## src/rtl/rst_ctrl.sv

```systemverilog
// Chip-level reset controller: async-assert / sync-deassert pad reset conditioning,
// minimum-width reset stretching, software/watchdog re-entry and reset-cause capture.
module rst_ctrl #(
    parameter int SYNC_STAGES = 2,
    parameter int HOLD_CYCLES = 16,
    parameter int CNT_W       = 16
) (
    input  logic       clk,
    input  logic       resetn,
    input  logic       sw_rst_req,
    input  logic       wdt_rst_req,
    output logic       sys_rstn,
    output logic [1:0] rst_cause,
    output logic       rst_done
);

    typedef enum logic [1:0] {
        ASSERT = 2'd0,
        HOLD   = 2'd1,
        RUN    = 2'd2
    } state_t;

    localparam logic [CNT_W-1:0] HOLD_LAST = CNT_W'(HOLD_CYCLES - 1);

    localparam logic [1:0] CAUSE_PAD = 2'b00;
    localparam logic [1:0] CAUSE_SW  = 2'b01;
    localparam logic [1:0] CAUSE_WDT = 2'b10;

    logic [SYNC_STAGES-1:0] sync;
    logic                   sync_ok;
    state_t                 state;
    logic [CNT_W-1:0]       cnt;

    // A low pulse on resetn empties the chain, so a glitch restarts the count from zero.
    always_ff @(posedge clk or negedge resetn) begin
        if (!resetn) begin
            sync <= '0;
        end else begin
            sync <= {sync[SYNC_STAGES-2:0], 1'b1};
        end
    end

    assign sync_ok = sync[SYNC_STAGES-1];

    // sys_rstn and rst_done are updated alongside the state so they stay glitch-free flops.
    always_ff @(posedge clk or negedge resetn) begin
        if (!resetn) begin
            state     <= ASSERT;
            cnt       <= '0;
            sys_rstn  <= 1'b0;
            rst_cause <= CAUSE_PAD;
            rst_done  <= 1'b0;
        end else begin
            case (state)
                ASSERT: begin
                    sys_rstn <= 1'b0;
                    rst_done <= 1'b0;
                    if (sync_ok) begin
                        state <= HOLD;
                        cnt   <= '0;
                    end
                end
                HOLD: begin
                    if (cnt == HOLD_LAST) begin
                        state    <= RUN;
                        sys_rstn <= 1'b1;
                        rst_done <= 1'b1;
                    end else begin
                        cnt      <= cnt + CNT_W'(1);
                        sys_rstn <= 1'b0;
                        rst_done <= 1'b0;
                    end
                end
                RUN: begin
                    rst_done <= 1'b0;
                    if (wdt_rst_req) begin
                        state     <= HOLD;
                        cnt       <= '0;
                        sys_rstn  <= 1'b0;
                        rst_cause <= CAUSE_WDT;
                    end else if (sw_rst_req) begin
                        state     <= HOLD;
                        cnt       <= '0;
                        sys_rstn  <= 1'b0;
                        rst_cause <= CAUSE_SW;
                    end
                end
                default: begin
                    state    <= ASSERT;
                    sys_rstn <= 1'b0;
                    rst_done <= 1'b0;
                end
            endcase
        end
    end

endmodule

```

## config.mk

```make
export PLATFORM = sky130hd
export DESIGN_NAME = rst_ctrl
export DESIGN_NICKNAME = d
export VERILOG_FILES = /design/src/rtl/rst_ctrl.sv
export SDC_FILE = /design/constraint.sdc
export NUM_CORES = 1
export LEC_CHECK = 0
export BUFFER_PORTS_ARGS = -buffer_cell sky130_fd_sc_hd__buf_2
export CAP_MARGIN = 20
export CORE_ASPECT_RATIO = 1.5
export CORE_UTILIZATION = 40
export CTS_CLUSTER_DIAMETER = 80
export DETAILED_ROUTE_END_ITERATION = 7
export PLACE_DENSITY = 0.65
export SLEW_MARGIN = 20
export SYNTH_ARGS = -nofsm -noshare
export SYNTH_HDL_FRONTEND = slang
export SYNTH_SLANG_ARGS = --single-unit
```

## constraint.sdc

```tcl
create_clock -name clk -period 2 [get_ports clk]
set_clock_uncertainty 0.05 [all_clocks]
set_input_delay 0.4 -clock clk [delete_from_list [all_inputs] [get_ports clk]]
set_output_delay 0.4 -clock clk [all_outputs]
set_load 0.02 [all_outputs]
```

==> results of run 1 <==
[per-layer routing]
layer  up-vias  GRT usage
met3        10     0.0378
met5         -          0
li1        539          -
met2        25      0.307
met1       536      0.239
met4         0     0.0957
[final cells by class]
| type | instances | share of cell area |
|---|---|---|
| well taps | 39 | 0.0348 |
| repair buffers | 11 | 0.0463 |
| flip-flops and latches | 24 | 0.428 |
| multi-input cells | 97 | 0.446 |
| clock buffers | 3 | 0.0294 |
| inverters | 6 | 0.0160 |
[cell families (layout without fill, tap and decap cells)]
group | after synthesis | count (layout) | share of synthesized area
and+or+nand+nor | 52 | 52 | 0.238
AOI/OAI and AO/OA | 43 | 43 | 0.233
DFF | 24 | 24 | 0.470
buffers and inverters | 13 | 20 | 0.0470
adders and majority gates | 1 | 1 | 0.00978
other | 1 | 1 | 0.00293
[state kept, by name (all words and copies together), names as in the netlist]
| register | flops |
|---|---|
| rst_cause | 2 |
| sync | 2 |
| state | 2 |
| cnt | 16 |
| sys_rstn | 1 |
| rst_done | 1 |
[path summary, 6_finish.rpt]
check / slack, ps / cells after the start / to / startpoint
worst max-delay path: 110 / 5 / cnt[15] / cnt[0]
worst min-delay path: 60 / 1 / state[0] / resetn
worst max register to register: 110 / 5 / cnt[15] / cnt[0]
worst min register to register: 310 / 0 / sync[1] / sync[0]
max in group asynchronous: 1480 / 1 / cnt[15] / resetn
min in group clk: 280 / 2 / rst_cause[0] / wdt_rst_req
[cell usage in the layout, fill, tap and decap left out, types with 5 or more instances in the layout]
cell / n
nor2_1: 6
o21ai_0: 7
nand3_1: 9
nand2_1: 6
a31oi_1: 12
nor3_1: 5
buf_2: 7
nor4_1: 5
dfrtp_1: 24
inv_1: 5
o211ai_1: 5
nand4_1: 5
[critical path, delay by kind of cell (launching register included)]
kind | cells | cell delay [ps]
flops | 1 | 430
fa+ha+maj | 1 | 260
simple gates | 3 | 1010
compound gates | 1 | 70
[stage by stage]
| stage | total power, W | std cells | area (sq um) | hold WS, ps | setup WS, ps |
|---|---|---|---|---|---|
| 5_1_grt | 0.00163 | 180 | 1400 | 104 | 21.5 |
| 3_5_place_dp | 0.00122 | 177 | 1360 | 286 | 106 |
| 2_1_floorplan | 0.00108 | 134 | 1280 | 54.4 | 160 |
| 4_1_cts | 0.00151 | 180 | 1400 | 72.4 | 98.3 |
| 3_3_place_gp | 0.00121 | 177 | 1360 | 282 | 150 |
| 6_report | 0.00152 | 180 | 1400 | 55.9 | 111 |
[power by group through the flow]
stage	Clock [W]	Combinational, W	Sequential [W]
after floorplan	0	0.000339	0.000741
after global placement	0	0.000418	0.000787
after detailed placement	0	0.000431	0.000791
after CTS	0.000296	0.000433	0.000782
after global routing	0.000320	0.000500	0.000813
final	0.000286	0.000436	0.000796
[repair_timing]
item / 4_1_cts / 5_1_grt
gates resized for setup: 0 / 2
setup endpoints to repair: 0 / 9
hold endpoints to repair: 0 / 0
==> flow_metrics.env, run 1 <==
export IMPL_port_buffers=7
export IMPL_critPathKind="reg -> reg"
export IMPL_ys_types=37
export IMPL_yosysSeqAreaShare=0.470
export IMPL_place_congestion=0.872
export IMPL_wl_per_cell_microns=15.6
export IMPL_critPathLaunchType="flop"
export IMPL_met2_length_microns=1430
export IMPL_drv_slew=0
export IMPL_synth_top_area_share=0.470
export IMPL_final_layout_size_suffix_gt1_frac=0.163
export IMPL_max_slew_margin=0.639
export IMPL_post_cts_buffers=0
export IMPL_tns_ps=0
export IMPL_clk_latency_ps=270
export IMPL_dp_hpwl_microns=1990
export IMPL_numCtsBuffers=3
export IMPL_met3_length_microns=81
export IMPL_die_area_sq_mm=0.00343
export IMPL_swShare=0.381
export IMPL_top_layer="met4"
export IMPL_pwr_share_clk=0.188
export IMPL_critical_path_endpoint_type="flop"
export IMPL_syn2layout_area_growth_pct=9.79
export IMPL_synth_seq_cells=24
export IMPL_ant_nets=0
export IMPL_worst_pin_slew_ps=542
export IMPL_rows=24
export IMPL_max_freq_ghz=0.529
export IMPL_grt_antenna_before_repair=0
export IMPL_clk_pin_slew_ps=90
export IMPL_drc=0
export IMPL_combPwrFrac=0.287
export IMPL_power_switching_w=0.000578
export IMPL_synthArstFlopShare=1.00
export IMPL_top_level_ports=8
export IMPL_finalCritPeriodShare=0.945
export IMPL_crit_required_ps=2140
export IMPL_nets=148
export IMPL_root_buffer="clkbuf_8"
export IMPL_utilization=0.472
export IMPL_p_int_w=0.000939
export IMPL_slowest_delay_ps=540
export IMPL_rsz0062_at_grt="false"
export IMPL_antenna_cells=0
export IMPL_vias_per_cell=6.17
export IMPL_cts_tree="built"
export IMPL_synthMostInstantiatedCell="dfrtp_1"
export IMPL_grt_pass1_wl_microns=4800
export IMPL_cap_violations=0
export IMPL_fp_dieH_microns=71.3
export IMPL_drt_met1_wl_microns=1220
export IMPL_crit_fanout=7
export IMPL_worst_ep_arrival_time_ps=2030
export IMPL_fp_dieW_microns=48.2
export IMPL_seq_area_sq_um=601
export IMPL_syn_instance_count=134
export IMPL_cp_slowest_cell="or4_4"
export IMPL_drt_wl_total_microns=2820
export IMPL_grt_usage=0.194
export IMPL_final_setup_viol_count=0
export IMPL_cts_sinks=24
export IMPL_ys_top_cells_by_count="24 x dfrtp_1, 12 x a31oi_1, 9 x nand3_1, 7 x o21ai_0"
export IMPL_synth_area_sq_mm=0.00128
export IMPL_critical_path_cell_chain="ha_1 > and3_1 > and4_2 > or4_4 > o211ai_2"
export IMPL_min_period_ps=1890
export IMPL_power_leakage_nw=0.614
export IMPL_grt_start_max_net_pins=25
export IMPL_grt_pass1_vias=1091
export IMPL_synth_edf_count=0
export IMPL_avgSynthCellArea_sq_um=9.54
export IMPL_cts_max_level=1
export IMPL_hold_viol_final=0
export IMPL_multi_input_area_sq_um=626
export IMPL_cts_hold_repair_buffers=0
export IMPL_synth_area_leaders="dfrtp_1 47%, a31oi_1 5.9%, nand3_1 3.5%"
export IMPL_syn_num_nets=139
export IMPL_overflow=0
export IMPL_start_util=0.430
export IMPL_clk_path_buf_depth=2
export IMPL_vias=1110
export IMPL_irDropWorstVdd_mv=0.472
export IMPL_synth_warnings=0
export IMPL_hold_class="in -> async"
export IMPL_status="finished, final reports clean"
export IMPL_synthFlopType="dfrtp_1"
export IMPL_core_area_sq_mm=0.00297
export IMPL_pwr_share_seq=0.524
export IMPL_yosys_area_top_type="dfrtp_1"
export IMPL_power_density_mw_per_mm2=1080
export IMPL_firstDrtPassIters=4
export IMPL_drt_iter0_drc=55
export IMPL_fillCellCount=271
No activity file was read; power rests on OpenSTA's default activity.
==> run 2, diff against run 1 <==
--- a/config.mk
+++ b/config.mk
@@ -9,9 +9,9 @@
 export CAP_MARGIN = 20
 export CORE_ASPECT_RATIO = 1.5
 export CORE_UTILIZATION = 40
-export CTS_CLUSTER_DIAMETER = 80
 export DETAILED_ROUTE_END_ITERATION = 7
 export PLACE_DENSITY = 0.65
+export SETUP_SLACK_MARGIN = 0.5
 export SLEW_MARGIN = 20
 export SYNTH_ARGS = -nofsm -noshare
 export SYNTH_HDL_FRONTEND = slang
==> constraint.sdc (replaced) <==
create_clock -name clk -period 2.1 [get_ports clk]
set_clock_uncertainty 0.05 [all_clocks]
set_input_delay 0.42 -clock clk [delete_from_list [all_inputs] [get_ports clk]]
set_output_delay 0.42 -clock clk [all_outputs]
set_load 0.02 [all_outputs]
==> run 2 against run 1 <==
Against the previous run:
- count of clock-buffer cells in the layout unchanged
- clock power down 1%
- critical endpoint is now rst_done
- sequential power down 7.2%
- critical path depth down 1
- routed wire length up 20%
- worst setup slack better by 260 ps
- maximum frequency up 9.0%
- sequential share of layout area down 4.6 points
- worst hold slack better by 12 ps
- utilization up 6.5 points
- largest cell class unchanged
- largest power group unchanged
- flip-flop and latch count unchanged
- non-clock buffer count up 17
- highest routed layer unchanged
==> flow_metrics.env, run 2 (synthesized netlist as in run 1, its figures left out) <==
export IMPL_final_cell_mix="21 x buf_4, 17 x dfrtp_1, 12 x a31oi_1"
export IMPL_tns_ps=0
export IMPL_hold_class="in -> async"
export IMPL_syn2layout_area_growth_pct=25.0
export IMPL_worst_pin_slew_ps=542
export IMPL_root_buffer="clkbuf_8"
export IMPL_cp_top_family="simple AND/OR/NAND/NOR gates"
export IMPL_firstDrtPassIters=4
export IMPL_rsz0062_at_grt="true"
export IMPL_power_leakage_nw=0.689
export IMPL_finalCritPeriodShare=0.825
export IMPL_regMostFlops="cnt"
export IMPL_clk_pin_slew_ps=90
export IMPL_nets=165
export IMPL_worst_r2r_endpoint="rst_done"
export IMPL_crit_required_ps=2260
export IMPL_grt_start_max_net_pins=25
export IMPL_utilization=0.537
export IMPL_cp_slowest_cell="or4_2"
export IMPL_fp_dieW_microns=48.2
export IMPL_reg2reg_slack_ps=370
export IMPL_critical_path_endpoint_type="flop"
export IMPL_final_common_cell="buf_4"
export IMPL_irDropWorstVdd_mv=0.524
export IMPL_critPathLaunchType="flop"
export IMPL_drt_iter0_drc=81
export IMPL_max_freq_ghz=0.577
export IMPL_vias_per_cell=6.34
export IMPL_min_period_ps=1730
export IMPL_cap_violations=0
export IMPL_place_area_sq_mm=0.00135
export IMPL_dp_cells=175
export IMPL_slowest_delay_ps=690
export IMPL_overflow=0
export IMPL_cts_hold_repair_buffers=0
export IMPL_clk_latency_ps=280
export IMPL_fillCellCount=241
export IMPL_wl_per_cell_microns=17.1
export IMPL_largest_register_ffs=16
export IMPL_rr_startpoint="cnt[6]"
export IMPL_clk_path_buf_depth=2
export IMPL_place_congestion=0.907
export IMPL_antenna_cells=0
export IMPL_top_level_ports=8
export IMPL_grt_pass1_wl_microns=5200
export IMPL_worst_ep_arrival_time_ps=1890
export IMPL_drt_wl_total_microns=3380
export IMPL_max_slew_margin=0.639
export IMPL_met3_usage=0.0302
export IMPL_rows=24
export IMPL_core_area_sq_mm=0.00297
export IMPL_rr_worst_depth=4
export IMPL_numCtsBuffers=3
export IMPL_critical_path_cell_chain="or4_2 > nor4_2 > nand4_1 > nor2_1"
export IMPL_design_area_sq_mm=0.00160
export IMPL_final_setup_viol_count=0
export IMPL_ant_nets=0
export IMPL_start_util=0.430
export IMPL_met2_usage=0.345
export IMPL_grt_pass1_vias=1229
export IMPL_hold_viol_final=0
export IMPL_cts_sinks=24
export IMPL_power_density_mw_per_mm2=1080
export IMPL_cts_tree="built"
export IMPL_critPathKind="reg -> reg"
export IMPL_vias=1249
export IMPL_dp_hpwl_microns=2040
export IMPL_fp_dieH_microns=71.3
export IMPL_die_area_sq_mm=0.00343
export IMPL_fin_cells=197
export IMPL_crit_buf_inv=0
export IMPL_status="finished, final reports clean"
export IMPL_met1_usage=0.234
export IMPL_busiest_layer="met2"
export IMPL_grt_antenna_before_repair=0
export IMPL_drv_slew=0
export IMPL_cts_max_level=1
export IMPL_final_layout_size_suffix_gt1_frac=0.342
export IMPL_port_buffers=7
export IMPL_grt_usage=0.212
export IMPL_crit_fanout=4
export IMPL_drc=0
==> run 2: cell types whose count changed in the layout (fill, tap and decap cells not counted), sizes merged <==
cell,before,now
buf,11,28
==> run 2: timing repair <==
action / in CTS / in global routing
endpoints found under the setup margin: 20 / 18
hold endpoints to repair: 0 / 0
setup buffers: 15 / 4
gates resized for setup: 16 / 3
pin swaps: 3 / 2
==> run 2: cell type report <==
class | count | area [sq um] | share of cell area
well taps | 39 | 48.8 | 0.0305
repair buffers | 28 | 193 | 0.121
multi-input cells | 97 | 681 | 0.426
inverters | 6 | 25.0 | 0.0157
flip-flops and latches | 24 | 609 | 0.381
clock buffers | 3 | 41.3 | 0.0258
==> run 2: stage by stage <==
stage	setup WS, ps	total power, W	hold WS (ps)
5_1_grt	283	0.00181	119
6_report	367	0.00172	68.1
4_1_cts	417	0.00163	96.5
3_5_place_dp	254	0.00116	285
3_3_place_gp	304	0.00115	283
2_1_floorplan	426	0.00105	74.4
==> run 2: worst register-to-register path: stages, from the launching register on <==
cell     delay, ps
dfrtp_2        450
or4_2          690
nor4_2         200
nand4_1        150
nor2_1         120
==> run 2: worst max-delay path by stage <==
stage,to,start,depth (start not counted),slack [ps]
2_1_floorplan,cnt[7],cnt[0],8,430
3_3_place_gp,cnt[15],cnt[5],4,300
3_5_place_dp,cnt[10],cnt[11],4,250
4_1_cts,cnt[14],cnt[6],5,420
5_1_grt,rst_done,cnt[6],4,280
6_report,rst_done,cnt[6],4,370
==> run 2: where the power goes <==
part / total [W] / switching, W / internal, W
clock network: 0.000282 / 0.000153 / 0.000129
registers: 0.000739 / 0.000148 / 0.000591
logic: 0.000698 / 0.000357 / 0.000340
total: 0.00172 / 0.000658 / 0.00106
==> run 2: per-layer routing <==
metal,share of wire,vias up
met5,0,-
met3,0.045,15
met2,0.52,49
met4,0.034,0
li1,-,569
met1,0.40,616
